File: config.mk
export PLATFORM = sky130hd
export DESIGN_NAME = spi_cmd_fifo
export DESIGN_NICKNAME = d
export VERILOG_FILES = /design/src/rtl/spi_cmd_fifo.sv
export SDC_FILE = /design/constraint.sdc
export NUM_CORES = 1
export LEC_CHECK = 0
export CAP_MARGIN = 20
export CORE_UTILIZATION = 25
export DETAILED_ROUTE_END_ITERATION = 12
export SLEW_MARGIN = 40
export SYNTH_ARGS = -nofsm -noshare
export SYNTH_HDL_FRONTEND = slang
export SYNTH_SLANG_ARGS = --single-unit
File: constraint.sdc
create_clock -name clk -period 5.55 [get_ports clk]
set_input_delay 1.11 -clock clk [delete_from_list [all_inputs] [get_ports clk]]
set_output_delay 1.11 -clock clk [all_outputs]
set_load 0.02 [all_outputs]
File: src/rtl/spi_cmd_fifo.sv
`default_nettype none
// ============================================================================
// Module   : spi_cmd_fifo
// Purpose  : 16-entry command/data queue between the CPU SPI registers and
//            the screen SPI shifter. Entries are drained one at a time using
//            the shifter start/ready handshake.
// Revision : 1.0 - initial release
// ============================================================================
module spi_cmd_fifo #(
    parameter int AW      = 4,
    parameter int BUSY_TO = 7
) (
    input  logic          clk,
    input  logic          rstn,
    input  logic          wr_c,
    input  logic          wr_d8,
    input  logic          wr_d16,
    input  logic [15:0]   wr_data,
    input  logic          clr_ovf,
    input  logic          spi_ready,
    output logic          spi_startC,
    output logic          spi_startD8,
    output logic          spi_startD16,
    output logic [15:0]   spi_data,
    output logic          full,
    output logic          empty,
    output logic [AW:0]   count,
    output logic          overflow
);

    localparam int DEPTH = 1 << AW;
    localparam int TW    = (BUSY_TO > 1) ? $clog2(BUSY_TO + 1) : 1;

    localparam logic [AW:0]   CNT_FULL = (AW+1)'(DEPTH);
    localparam logic [AW:0]   CNT_ONE  = (AW+1)'(1);
    localparam logic [AW-1:0] PTR_ONE  = AW'(1);
    localparam logic [TW-1:0] TMR_ONE  = TW'(1);
    localparam logic [TW-1:0] TMR_LAST = TW'(BUSY_TO - 1);

    // Entry type codes stored in the upper two bits of each entry
    localparam logic [1:0] T_C   = 2'b01;
    localparam logic [1:0] T_D8  = 2'b10;
    localparam logic [1:0] T_D16 = 2'b11;

    localparam logic [1:0] S_IDLE       = 2'd0;
    localparam logic [1:0] S_ISSUE      = 2'd1;
    localparam logic [1:0] S_WAIT_BUSY  = 2'd2;
    localparam logic [1:0] S_WAIT_READY = 2'd3;

    logic [17:0]   mem_q [DEPTH];
    logic [AW-1:0] wr_ptr_q;
    logic [AW-1:0] rd_ptr_q;
    logic [AW:0]   count_q;
    logic          ovf_q;
    logic [1:0]    state_q, state_d;
    logic [TW-1:0] timer_q, timer_d;
    logic [15:0]   data_q;
    logic [1:0]    type_q;

    logic          push_req;
    logic          push_ok;
    logic          pop;
    logic [1:0]    push_type;
    logic [17:0]   head;

    assign full  = (count_q == CNT_FULL);
    assign empty = (count_q == '0);
    assign count = count_q;
    assign overflow = ovf_q;
    assign spi_data = data_q;
    assign head     = mem_q[rd_ptr_q];

    // Strobe priority C > D8 > D16; at most one entry written per cycle
    always_comb begin
        push_type = T_D16;
        if (wr_c)
            push_type = T_C;
        else if (wr_d8)
            push_type = T_D8;
    end

    assign push_req = wr_c | wr_d8 | wr_d16;
    // A push against a full queue is dropped even if a pop frees a slot this cycle
    assign push_ok  = push_req & ~full;
    assign pop      = (state_q == S_IDLE) & ~empty & spi_ready;

    // Storage array; contents need no reset because count gates every read
    always_ff @(posedge clk) begin
        if (push_ok)
            mem_q[wr_ptr_q] <= {push_type, wr_data};
    end

    // Pointers, occupancy count and sticky overflow flag
    always_ff @(posedge clk or negedge rstn) begin
        if (!rstn) begin
            wr_ptr_q <= '0;
            rd_ptr_q <= '0;
            count_q  <= '0;
            ovf_q    <= 1'b0;
        end else begin
            if (push_ok)
                wr_ptr_q <= wr_ptr_q + PTR_ONE;
            if (pop)
                rd_ptr_q <= rd_ptr_q + PTR_ONE;
            case ({push_ok, pop})
                2'b10:   count_q <= count_q + CNT_ONE;
                2'b01:   count_q <= count_q - CNT_ONE;
                default: count_q <= count_q;
            endcase
            // Setting wins over clearing when both happen together
            if (push_req && full)
                ovf_q <= 1'b1;
            else if (clr_ovf)
                ovf_q <= 1'b0;
        end
    end

    // Capture the popped payload; C/D8 payloads are zero-extended
    always_ff @(posedge clk or negedge rstn) begin
        if (!rstn) begin
            data_q <= '0;
            type_q <= T_C;
        end else if (pop) begin
            type_q <= head[17:16];
            data_q <= (head[17:16] == T_D16) ? head[15:0] : {8'h00, head[7:0]};
        end
    end

    // FSM state and busy-timer register
    always_ff @(posedge clk or negedge rstn) begin
        if (!rstn) begin
            state_q <= S_IDLE;
            timer_q <= '0;
        end else begin
            state_q <= state_d;
            timer_q <= timer_d;
        end
    end

    // FSM next-state; the timer bounds how long we wait for the shifter to go busy
    always_comb begin
        state_d = state_q;
        timer_d = timer_q;
        case (state_q)
            S_IDLE: begin
                if (pop)
                    state_d = S_ISSUE;
            end
            S_ISSUE: begin
                state_d = S_WAIT_BUSY;
                timer_d = '0;
            end
            S_WAIT_BUSY: begin
                if (!spi_ready)
                    state_d = S_WAIT_READY;
                else if (timer_q == TMR_LAST)
                    state_d = S_IDLE;
                else
                    timer_d = timer_q + TMR_ONE;
            end
            S_WAIT_READY: begin
                if (spi_ready)
                    state_d = S_IDLE;
            end
            default: state_d = S_IDLE;
        endcase
    end

    // FSM outputs: a single start pulse, only while in ISSUE
    always_comb begin
        spi_startC   = 1'b0;
        spi_startD8  = 1'b0;
        spi_startD16 = 1'b0;
        if (state_q == S_ISSUE) begin
            case (type_q)
                T_C:     spi_startC   = 1'b1;
                T_D8:    spi_startD8  = 1'b1;
                T_D16:   spi_startD16 = 1'b1;
                default: spi_startC   = 1'b0;
            endcase
        end
    end

endmodule
`default_nettype wire
### After elaboration in Yosys (flattened, before gate mapping)

Memories as Yosys holds them, arrays and structs flattened.
Cells that the tools add are included.

* output and inout port bits: 27
* RAM bits: 288
* memories: 1
* bits in read-only memories: 0
* word-level logic and storage cells: 67
* latch bits: 0
* register bits after elaboration: 37
* input port bits: 23

* divide/modulo/power cells: 0
* add/subtract/negate cells: 5
* $mul: 0
* shift-type cells: 0
* reductions and logical operators: 8
* equal/unequal tests: 16
* bitwise operators: 7
* $lt $le $gt $ge: 0
* multiplexer cells: 22

Memories
* mem_q: depth 16, bits a word 18, read ports 1, clocked after memory_dff 0, wr ports 1, RTL line 50 `logic [17:0] mem_q [DEPTH];`

Operators by type and width (count)
* 16-bit two-way mux: 1
* 2-bit equality test (second input constant): 6
* 1-bit two-way mux: 11
* 2-bit two-way mux: 5
* 5-bit case mux with 2 select lines: 1
* 4-bit by 1-bit adder with 4-bit output (second input constant): 2
* 2-bit inequality test (second input constant): 4
* 2-bit case mux with 4 select lines: 1
* 2-bit by 1-bit equality test with 1-bit output (second input constant): 3
* 3-bit two-way mux: 2
* 3-bit case mux with 2 select lines: 1
* 3-bit AND reduction: 2
* 2-bit nonzero test: 3
* 5-bit by 1-bit adder with 5-bit output (second input constant): 1
* 5-bit equality test (second input constant): 1
* 5-bit logical NOT: 1
* 5-bit by 1-bit subtractor with 5-bit output (second input constant): 1
* 3-bit by 1-bit adder with 3-bit output (second input constant): 1
* 1-bit bitwise AND: 3
* 3-bit equality test (second input constant): 1
* 3-bit inequality test (second input constant): 1
* 2-bit logical NOT: 1
* 1-bit inverter: 2
* 1-bit bitwise OR: 2
* 1-bit logical AND: 1

### Depth between registers and ports, before layout

Gate-level depths: netlist (run 1).

* depth in word-level cells: 6
* depth in mapped cells: 14
* mapped depth without buffers: 12

### Worst setup path after synthesis (run 1)

OpenSTA, ideal clock, no wires.

* path type: input-to-reg
* start point: input spi_ready
* end point: register count_q[4] (netlist: count[4])
* cell stages on the path: 13
* slack: 2.136 ns
* arrival: 3.334 ns
* setup time: 0.080 ns
* data required time: 5.470 ns
* buffers on the path: 2
* cells stage by stage: inv_1 -> or4_1 -> buf_2 -> inv_2 -> buf_6 -> ha_1 -> inv_1 -> fa_1 -> nor2b_1 -> o21ai_0 -> and3_1 -> nor3_1 -> xnor2_1

* cells in the longest elaborated chain, start to end: 3
* elaborated cells between the ends (all ways): 5
* classes of those cells: eq/ne: 2; mux: 1; bitwise: 1; reduce/logical: 1

RTL lines
* start: declaration: RTL line 20 `input logic spi_ready,`
* 1-bit bitwise AND (*): RTL line 85 `assign pop = (state_q == S_IDLE) & ~empty & spi_ready;`
* via pop: RTL line 62 `logic pop;`
* 2-bit by 1-bit equality test with 1-bit output / 2-bit equality test (equally long branches): RTL line 105 `case ({push_ok, pop})`
* 5-bit case mux with 2 select lines / 2-bit nonzero test (equally long branches)
* end signal: assignment: RTL line 106 `2'b10: count_q <= count_q + CNT_ONE;`
* end signal: assignment: RTL line 107 `2'b01: count_q <= count_q - CNT_ONE;`
* end signal: assignment: RTL line 108 `default: count_q <= count_q;`
* end: declaration: RTL line 53 `logic [AW:0] count_q;`

Mark *: on every way through the listed nets, which the timed path passes. The rest lies on a longest branch.
A chain may end at the register's enable or synchronous reset.

### Worst setup path in the final report (run 1)

* start point: input spi_ready
* end point: register count_q[4] (netlist: count[4])

* cells in the longest elaborated chain, start to end: 3
* elaborated cells between the ends (all ways): 5
* classes of those cells: eq/ne: 2; mux: 1; bitwise: 1; reduce/logical: 1

RTL lines (RTL line)
* 1-bit bitwise AND (*): 85
* 2-bit by 1-bit equality test with 1-bit output / 2-bit equality test (equally long branches): 105
* 5-bit case mux with 2 select lines / 2-bit nonzero test (equally long branches)

Mark *: on every way between the ends. The rest lies on a longest branch, timed or not.

==> metrics.yaml, run 1 <==
drt_iter0_drc: 455
fillCellCount: 4780
worst_hold_path.num_cells: 2
r2r_setup_slack_ps: 2300
die_w_um: 229
synth_nets: 642
peakVddDrop_mv: 0.205
floorplan.initialDensity_pct: 25.5
synth_area_leader_cell: "edfxtp_1"
synth_top_area_share_pct: 67.4
synth_flop_cell: "edfxtp_1"
p_leak_nw: 5.04
finalCriticalPeriod_ps: 3670
place_hpwl_um: 16600
io_buffers: 49
end_kind: "flip-flop"
vias: 6061
rows: 82
wl_per_cell_um: 19.6
cp.required_ps: 6000
finalNonFillerCells: 1379
worst_pin_slew_ps: 777
totalWireLength_um: 27000
ctsHoldBuffers: 0
viasPerCell: 4.40
drive_gt1_share_pct: 20.5
grt_pass1_wl_um: 40800
synth_edf_count: 288
htree_levels: 2
setup_viol: 0
netlist_area_um2: 12800
rsz0062_at_grt: "false"
cts-resized-gates: 0
r2r_start: "count[1]"
synth-seq-cells: 325
io_pins: 50
syn_area_per_cell_um2: 21.1
yosysWarnings: 0
hold_class: "reg -> reg"
rr_worst_depth: 11
arrival_ps: 4110
drc: 0
dr.pass1.iters: 5
cap_violations: 0
antenna_found_initial: 0
ys_async_sr_fraction_pct: 11.4
power_density_nw_per_um2: 518
root_buffer: "clkbuf_16"
slew_headroom_pct: 48.2
worst_clock_skew_ps: 13.6
core_um2: 50400
path_max_fanout: 14
die_h_um: 229
post-cts-setup-buffers: 0
yosysUniqueCellTypes: 43
outcome: "finished, final reports clean"
clock_path_buffers: 3
clock_latency_ps: 520
final_net_count: 715
fmax_ghz: 0.273
place_congestion: 0.701
cts_buffers: 35
gr-total-overflow: 0
dieArea_um2: 52200
hold_ws_ps: 475
clock_sinks: 325
antenna_cells: 0
path_class: "in -> reg"
tns_ps: 0
ant_nets: 0
cp-start-kind: "input port"
finalHoldViolCount: 0
place_inst: 1315
total_power_mw: 7.92
holdPathEnd: "type_q[0]"
reg2reg_to: "count[4]"
grt_pass1_vias: 6253
finalCritPeriodShare_pct: 66.1
clkTransAtPathRegs_ps: 60
ys_top_cells_by_area: "edfxtp_1 (67%), mux4_2 (9.3%), dfrtp_1 (7.0%), mux4_1 (5.3%), ha_1 (1.1%)"
cts_tree: "done"
ys_seq_area_share_pct: 74.6
synthCells: 607
grtUsageTotal_pct: 10.3
worstHoldStart: "type_q[0]"
area_growth_pct: 19.1
grt_max_degree: 38
slew_violations: 0
==> cells by family after synthesis <==
kind of cell,synth area share (%)
DFF,74.6
adders and majority gates,1.23
xor gates and xnor gates,0.683
buffers and inverters,1.76
AOI/OAI and AO/OA,2.68
muxes,15.8
and+or+nand+nor,3.19
==> synthesized netlist by cell type, types with 2 or more instances <==
library cell / number
a21oi_1: 6
nor2b_1: 6
nand4_1: 2
dfrtp_1: 36
and2_1: 18
buf_2: 9
xor2_1: 3
edfxtp_1: 288
nor3_1: 5
and3_1: 3
inv_1: 15
mux4_2: 53
buf_1: 3
o22ai_1: 5
o32ai_1: 2
o21ai_0: 9
mux2_4: 8
nor2_1: 8
buf_6: 4
mux4_1: 26
mux2i_1: 2
a22oi_1: 12
nand2_1: 27
clkbuf_1: 9
nand2b_1: 4
a22o_1: 10
ha_1: 11
xnor2_1: 7
buf_8: 2
==> state kept, by name, indices dropped and copies added (netlist names) <==
name and cells:
type_q 2, count 5, state_q 2, timer_q 3, rd_ptr_q 4, spi_data 16
wr_ptr_q 4, overflow 1, mem_q 288
==> worst max-delay path, cell delays in order <==
cell and delay (ps):
clkdlybuf4s50_1 520, inv_1 60, or4_1 810, inv_2 140, ha_1 230, inv_1 100, fa_1 410, nor2b_1 120
o21ai_0 110, and3_1 200, nor3_1 170, xnor2_1 140
==> worst max path at each step <==
stage                         start       end  slack [ps]  depth (start not counted)
after global routing      spi_ready  count[4]        1670                         12
final                     spi_ready  count[4]        1880                         12
after CTS                 spi_ready  count[4]        1890                         12
after floorplan           spi_ready  count[4]        2140                         13
after global placement    spi_ready  count[4]        1370                         12
after detailed placement  spi_ready  count[4]        1340                         12
==> stage by stage <==
| stage | util, % | cell area [µm²] | setup slack (ps) |
|---|---|---|---|
| global route | 30.3 | 15300 | 1670 |
| CTS | 30.3 | 15300 | 1890 |
| detailed placement | 28.1 | 14100 | 1340 |
| floorplan | - | 12800 | 2140 |
| finish | 30.3 | 15300 | 1880 |
| global placement | 28.0 | 14100 | 1370 |
==> cells in the final DEF, fill, tap and decap left out, types with 3 or more instances in the layout <==
cell type,count
a22o_1,10
dfrtp_1,32
and3_1,3
clkdlybuf4s50_1,48
and2_2,8
o22ai_1,5
nor2b_1,6
nand2_1,27
xor2_1,3
a21oi_1,6
mux2_4,8
dfrtp_2,3
mux4_1,26
xnor2_1,7
buf_4,13
bufinv_16,3
ha_1,11
inv_1,15
nor2_1,8
a22oi_1,12
clkinv_2,6
mux4_2,53
and2_1,10
clkbuf_16,35
clkinv_1,7
clkbuf_1,6
edfxtp_1,288
nor3_1,5
nand2b_1,4
o21ai_0,9
==> final cells by class <==
type	count	area, µm²	area share [%]
Clock buffer	43	926	6.06
Clock inverter	21	215	1.41
Inverter	16	60.1	0.393
Multi-Input combinational cell	239	3040	19.9
Sequential cell	325	9580	62.7
Tap cell	672	841	5.50
Timing Repair Buffer	63	618	4.05
==> power by group <==
group / internal, mW / switching (mW) / total, mW
Clock: 1.34 / 0.954 / 2.30
Sequential: 3.16 / 0.276 / 3.44
Combinational: 1.06 / 1.12 / 2.18
Total: 5.56 / 2.35 / 7.92
==> metal layers <==
metal | track usage [%] | wire length, µm | up-vias
met5 | 0 | 0 | -
met1 | 14.3 | 12300 | 3219
li1 | - | - | 2648
met3 | 2.18 | 1300 | 43
met4 | 3.08 | 588 | 0
met2 | 16.2 | 12800 | 151
No activity file was read; power rests on OpenSTA's default activity.
==> run 2: changes to the inputs <==
==> constraint.sdc (replaced) <==
create_clock -name clk -period 3.3 [get_ports clk]
set_input_delay 0.66 -clock clk [delete_from_list [all_inputs] [get_ports clk]]
set_output_delay 0.66 -clock clk [all_outputs]
set_load 0.02 [all_outputs]
==> run 2 against run 1 <==
Via count decreased by 0.97%. Sequential share of layout area fell by 0.60 points. Sequential power up 67%. Combinational power rose by 75%. Worst setup slack lost 1500 ps. Critical path type is now reg -> out. Critical endpoint is now full. Highest routed layer is now met5.
==> metrics.yaml, run 2 (synthesized netlist as in run 1, its figures left out) <==
arrival_ps: 2250  # -1860 ps
grt_pass1_vias: 6225  # -0.45%
clkTransAtPathRegs_ps: 60  # about the same
setup_slack_ps: 392  # -1490 ps
dieArea_um2: 52200  # unchanged
largest_reg_flops: 288  # unchanged
place_inst: 1337  # +1.7%
totalWireLength_um: 27200  # +0.49%
total_power_mw: 13.4  # +69%
cts_buffers: 35  # unchanged
vias: 6002  # -0.97%
slowest_stage: "clkdlybuf4s50_1"
path_class: "reg -> out"
end_kind: "primary output"
die_h_um: 229  # unchanged
floorplan.initialDensity_pct: 25.5  # unchanged
root_buffer: "clkbuf_16"
tns_ps: 0  # unchanged
core_um2: 50400  # unchanged
post-cts-setup-buffers: 0  # unchanged
slew_violations: 0  # unchanged
antenna_found_initial: 1  # +1
drt_iter0_drc: 440  # -3.3%
cts-resized-gates: 0  # unchanged
setup_viol: 0  # unchanged
grt_pass1_wl_um: 40700  # -0.20%
final_common_cell: "edfxtp_1"
htree_levels: 2  # unchanged
rsz0062_at_grt: "false"
top_register: "mem_q"
worst_clock_skew_ps: 9.10  # -4.53 ps
finalCritPeriodShare_pct: 88.1
dp_slack_ps: 68.1  # -1270 ps
slew_headroom_pct: 56.0  # +7.8 points
hold_class: "in -> async"
viasPerCell: 4.30  # -2.2%
die_w_um: 229  # unchanged
io_buffers: 49  # unchanged
crit_path_max_incr_delay_ps: 600  # -210 ps
cpLargestDelayFamily: "buffers and inverters"
final_core_util_pct: 30.6  # +0.29 points
io_pins: 50  # unchanged
final_net_count: 737  # +3.1%
peakVddDrop_mv: 0.375  # +83%
path_max_fanout: 5  # -9
area_growth_pct: 20.2
p_leak_nw: 5.15  # +2.0%
finalCriticalPeriod_ps: 2910
cp.required_ps: 2640  # -3360 ps
cts_tree: "done"
wl_per_cell_um: 19.4  # -0.74%
layout_common_cells: "edfxtp_1 (288), mux4_2 (53), clkdlybuf4s50_1 (48)"
ant_nets: 0  # unchanged
clock_path_buffers: 3  # unchanged
cp-start-kind: "flip-flop"
outcome: "finished, final reports clean"
finalHoldViolCount: 0  # unchanged
grt_max_degree: 39  # +2.6%
placed_cell_area_um2: 14300  # +1.2%
worst_pin_slew_ps: 660  # -118 ps
drive_gt1_share_pct: 21.8  # +1.3 points
drc: 0  # unchanged
hold_ws_ps: 96.0  # -379 ps
stdcell_area_um2: 15400  # +0.95%
clock_latency_ps: 500  # -20 ps
cp.buffers_inverters: 2  # -2
dr.pass1.iters: 6  # +1
ctsHoldBuffers: 0  # unchanged
cap_violations: 0  # unchanged
clock_sinks: 325  # unchanged
grtUsageTotal_pct: 10.4  # +0.088 points
fillCellCount: 4831  # +1.1%
fmax_ghz: 0.344
place_congestion: 0.672  # -4.1%
power_density_nw_per_um2: 866  # +67%
rows: 82  # unchanged
antenna_cells: 0  # unchanged
worstPathCellList: "nor4_1, nand2_1, inv_1, clkdlybuf4s50_1"
finalNonFillerCells: 1396  # +1.2%
place_hpwl_um: 16000  # -3.8%
gr-total-overflow: 0  # unchanged
-- run 2: cell types whose count changed in the layout (fill, tap and decap cells not counted), moves of 2 or more --
cell	before	now
and2_1	10	18
and2_2	8	0
buf_4	13	34
clkbuf_1	6	3
clkbuf_16	35	37
clkbuf_8	2	4
clkinv_1	7	5
clkinv_8	2	0
-- run 2: layout make-up --
class,count,area [µm²],area share (%)
Clock inverter,15,128,0.827
Clock buffer,44,992,6.43
Tap cell,672,841,5.45
Timing Repair Buffer,85,796,5.16
Sequential cell,325,9580,62.1
Multi-Input combinational cell,239,3030,19.6
Inverter,16,60.1,0.389
-- run 2: path summary, 6_finish.rpt --
path | from | end | slack (ps) | cells after the start
setup / recovery | count[1] | full | 390 | 4
hold / removal | rstn | overflow | 100 | 1
setup reg to reg | count[1] | count[4] | 400 | 12
hold reg to reg | type_q[0] | type_q[0] | 500 | 2
max in group asynchronous | rstn | type_q[0] | 2580 | 2
min in group clk | type_q[0] | type_q[0] | 500 | 2
-- run 2: power by group --
part           internal, mW  switching (mW)
registers              5.31           0.440
clock network          2.28            1.52
logic                  1.87            1.95
-- run 2: metal layers --
| metal | vias up | track usage, % | routed length (µm) |
|---|---|---|---|
| met1 | 3155 | 13.9 | 12000 |
| met3 | 37 | 2.22 | 1340 |
| met4 | 2 | 2.33 | 458 |
| li1 | 2689 | - | - |
| met5 | - | 0 | 11 |
| met2 | 119 | 17.4 | 13300 |
-- run 2: worst reg2reg max path: cells and delay by family, from the launching register on --
family | cells | cell delay [ps]
and+or+nand+nor | 5 | 1230
adders and majority gates | 2 | 500
DFF | 1 | 430
AOI/OAI and AO/OA | 2 | 340
buffers and inverters | 2 | 200
xor gates and xnor gates | 1 | 140
==> RTL change: new RTL, config.mk and constraints of run 2 <==
Make the reset (`rstn`) synchronous in 3 clocked blocks.
--- a/src/rtl/spi_cmd_fifo.sv
+++ b/src/rtl/spi_cmd_fifo.sv
@@ -91,7 +91,7 @@
     end
 
     // Pointers, occupancy count and sticky overflow flag
-    always_ff @(posedge clk or negedge rstn) begin
+    always_ff @(posedge clk) begin
         if (!rstn) begin
             wr_ptr_q <= '0;
             rd_ptr_q <= '0;
@@ -116,7 +116,7 @@
     end
 
     // Capture the popped payload; C/D8 payloads are zero-extended
-    always_ff @(posedge clk or negedge rstn) begin
+    always_ff @(posedge clk) begin
         if (!rstn) begin
             data_q <= '0;
             type_q <= T_C;
@@ -127,7 +127,7 @@
     end
 
     // FSM state and busy-timer register
-    always_ff @(posedge clk or negedge rstn) begin
+    always_ff @(posedge clk) begin
         if (!rstn) begin
             state_q <= S_IDLE;
             timer_q <= '0;
Behaviour: differs if rstn is asserted again (counterexample within 4 cycles, from zero or initial values and one cycle with rstn low); with rstn held inactive, the same outputs for 4 cycles.
==> RTL change against run 2 <==
Sequential cell count up 4. Worst setup slack better by 0.042 ns. Non-clock buffer count grew 7. Power decreased by 20%. Final area is 0.11% lower. Wire length rose by 4.9%. Area after synthesis about the same. Fmax grew 1.5%. Highest routed layer is now met4.
==> RTL change: results (changes against run 2) <==
- The first-pass GRT wire length was 42,500 um (was 40,700 um).
- Most used standard cells in the synthesized netlist: sky130_fd_sc_hd__edfxtp_1 (288), sky130_fd_sc_hd__mux4_2 (57), sky130_fd_sc_hd__dfxtp_1 (41) (was sky130_fd_sc_hd__edfxtp_1 (288), sky130_fd_sc_hd__mux4_2 (53), sky130_fd_sc_hd__dfrtp_1 (36)).
- The total routed wirelength was 28,500 um (was 27,200 um).
- The top layer used by detailed routing is met4 (was met5).
* Global routing usage on met3: 0.0193 (was 0.0222)
* Largest stage delay on the critical path: 0.64 ns (was 0.60 ns)
- The count of different cell masters after synthesis was 53 (was 43).
- Met2 routed WL: 13,400 um (was 13,300 um)
* GRT met2 Usage: 0.175 (was 0.174)
- The critical path's slowest cell is sky130_fd_sc_hd__clkdlybuf4s50_1 (unchanged).
* Wire length on met1: 13,000 um (was 12,000 um)
* Inserted Clock Buffers: 31 (was 35)
- Result of the run: finished clean (unchanged).
- The number of nets produced by synthesis came to 687 (was 642).
* Met3 wire length: 1500 um (was 1340 um)
- Detailed Routing Iterations Pass 1: 4 (was 6)
- The maximum number of pins on one net before global-route repair was 27 (was 39).
* Worst max-slew margin expressed relative to the limit: 0.529 (was 0.560)
- The initial detailed-routing violation count was 659 (was 440).
- Number of flip-flops in the largest register: 288 (unchanged)
- The number of global-route vias before repair came to 6,515 (was 6,225).
- The detailed placement HPWL is 17,600 um (was 16,000 um).
- The clock skew came to 0.0204 ns (was 0.00910 ns).
- The leakage component of the power is 0.00487 uW (was 0.00515 uW).
* Main area contributors after synthesis: sky130_fd_sc_hd__edfxtp_1 (67%), sky130_fd_sc_hd__mux4_2 (10%), sky130_fd_sc_hd__dfxtp_1 (6.4%) (was sky130_fd_sc_hd__edfxtp_1 (67%), sky130_fd_sc_hd__mux4_2 (9.3%), sky130_fd_sc_hd__dfrtp_1 (7.0%))
- Final net count: 780 (was 737)
- The fraction of final layout cells sized beyond drive strength 1 is 0.238 (was 0.218).
- CTS H-tree lvls: 1 (was 2)
- Max rail drop VDD: 0.000341 V (was 0.000375 V)
* Buffer type at the clock tree root: sky130_fd_sc_hd__clkbuf_16 (unchanged)
* Global-route usage over all layers: 0.109 (was 0.104)
* Hold Crit Class: reg2reg (was in2async)
* Met1 GRT Util: 0.153 (was 0.139)
* Clk Latency, worst-skew pair: 0.57 ns (was 0.50 ns)
- Antenna violations before repair: 0 (was 1)
- Post-cts resize count: 0 (unchanged)
* Number of vias per cell after detailed routing: 4.40 (was 4.30)
- The maximum net fanout on the critical path was 9 (was 5).
* Count of warnings emitted by yosys: 0 (unchanged)
* Fraction of the yosys area taken by sequential cells: 0.739 (was 0.746)
* Endpoint arrival time on the critical path: 2.21 ns (was 2.25 ns)
* Global placement routability congestion: 0.756 (was 0.672)
==> RTL change: report_power, final <==
group	switching, uW	internal [uW]
clock network	1500	2090
logic	1040	1030
registers	242	4780
==> RTL change: worst max-delay path: cells and delay by family (launching register included) <==
family                 cells  cell delay [ns]
and+or+nand+nor            2             0.60
buffers and inverters      1             0.64
DFF                        1             0.41
==> RTL change: worst paths after layout <==
kind                     from           to  slack [ns]  cells after the start
hold reg to reg   spi_data[0]  spi_data[0]        0.46                      2
setup reg to reg     count[1]     count[4]        0.45                     12
hold / removal    spi_data[0]  spi_data[0]        0.46                      2
setup / recovery     count[1]         full        0.43                      3
==> RTL change: through the flow <==
stage | setup WS [ns] | power (uW) | std cells | hold slack, ns | instance area, um2
2_1_floorplan | 0.333 | 6550 | 653 | 0.454 | 12800
3_3_place_gp | 0.107 | 7210 | 1385 | 0.453 | 14400
3_5_place_dp | 0.0714 | 7220 | 1385 | 0.457 | 14400
4_1_cts | 0.429 | 10800 | 1442 | 0.466 | 15400
5_1_grt | 0.256 | 11100 | 1442 | 0.488 | 15400
6_report | 0.434 | 10700 | 1442 | 0.461 | 15400
==> RTL change: final cells by class <==
class | count | area [um2]
Timing Repair Buffer | 92 | 863
Multi-Input combinational cell | 279 | 3150
Sequential cell | 329 | 9480
Clock inverter | 13 | 144
Fill cell | 4830 | 35000
Tap cell | 672 | 841
Inverter | 13 | 51.3
Clock buffer | 44 | 885
==> RTL change: kinds of logic (layout without fill, tap and decap cells) <==
kind of cell | after synthesis | in the layout | synth area share
adders and majority gates | 11 | 11 | 0.0107
xor gates and xnor gates | 10 | 10 | 0.00683
AOI/OAI and AO/OA | 76 | 76 | 0.0462
DFF | 329 | 329 | 0.739
buffers and inverters | 45 | 162 | 0.0207
and+or+nand+nor | 108 | 108 | 0.0444
muxes | 74 | 74 | 0.132
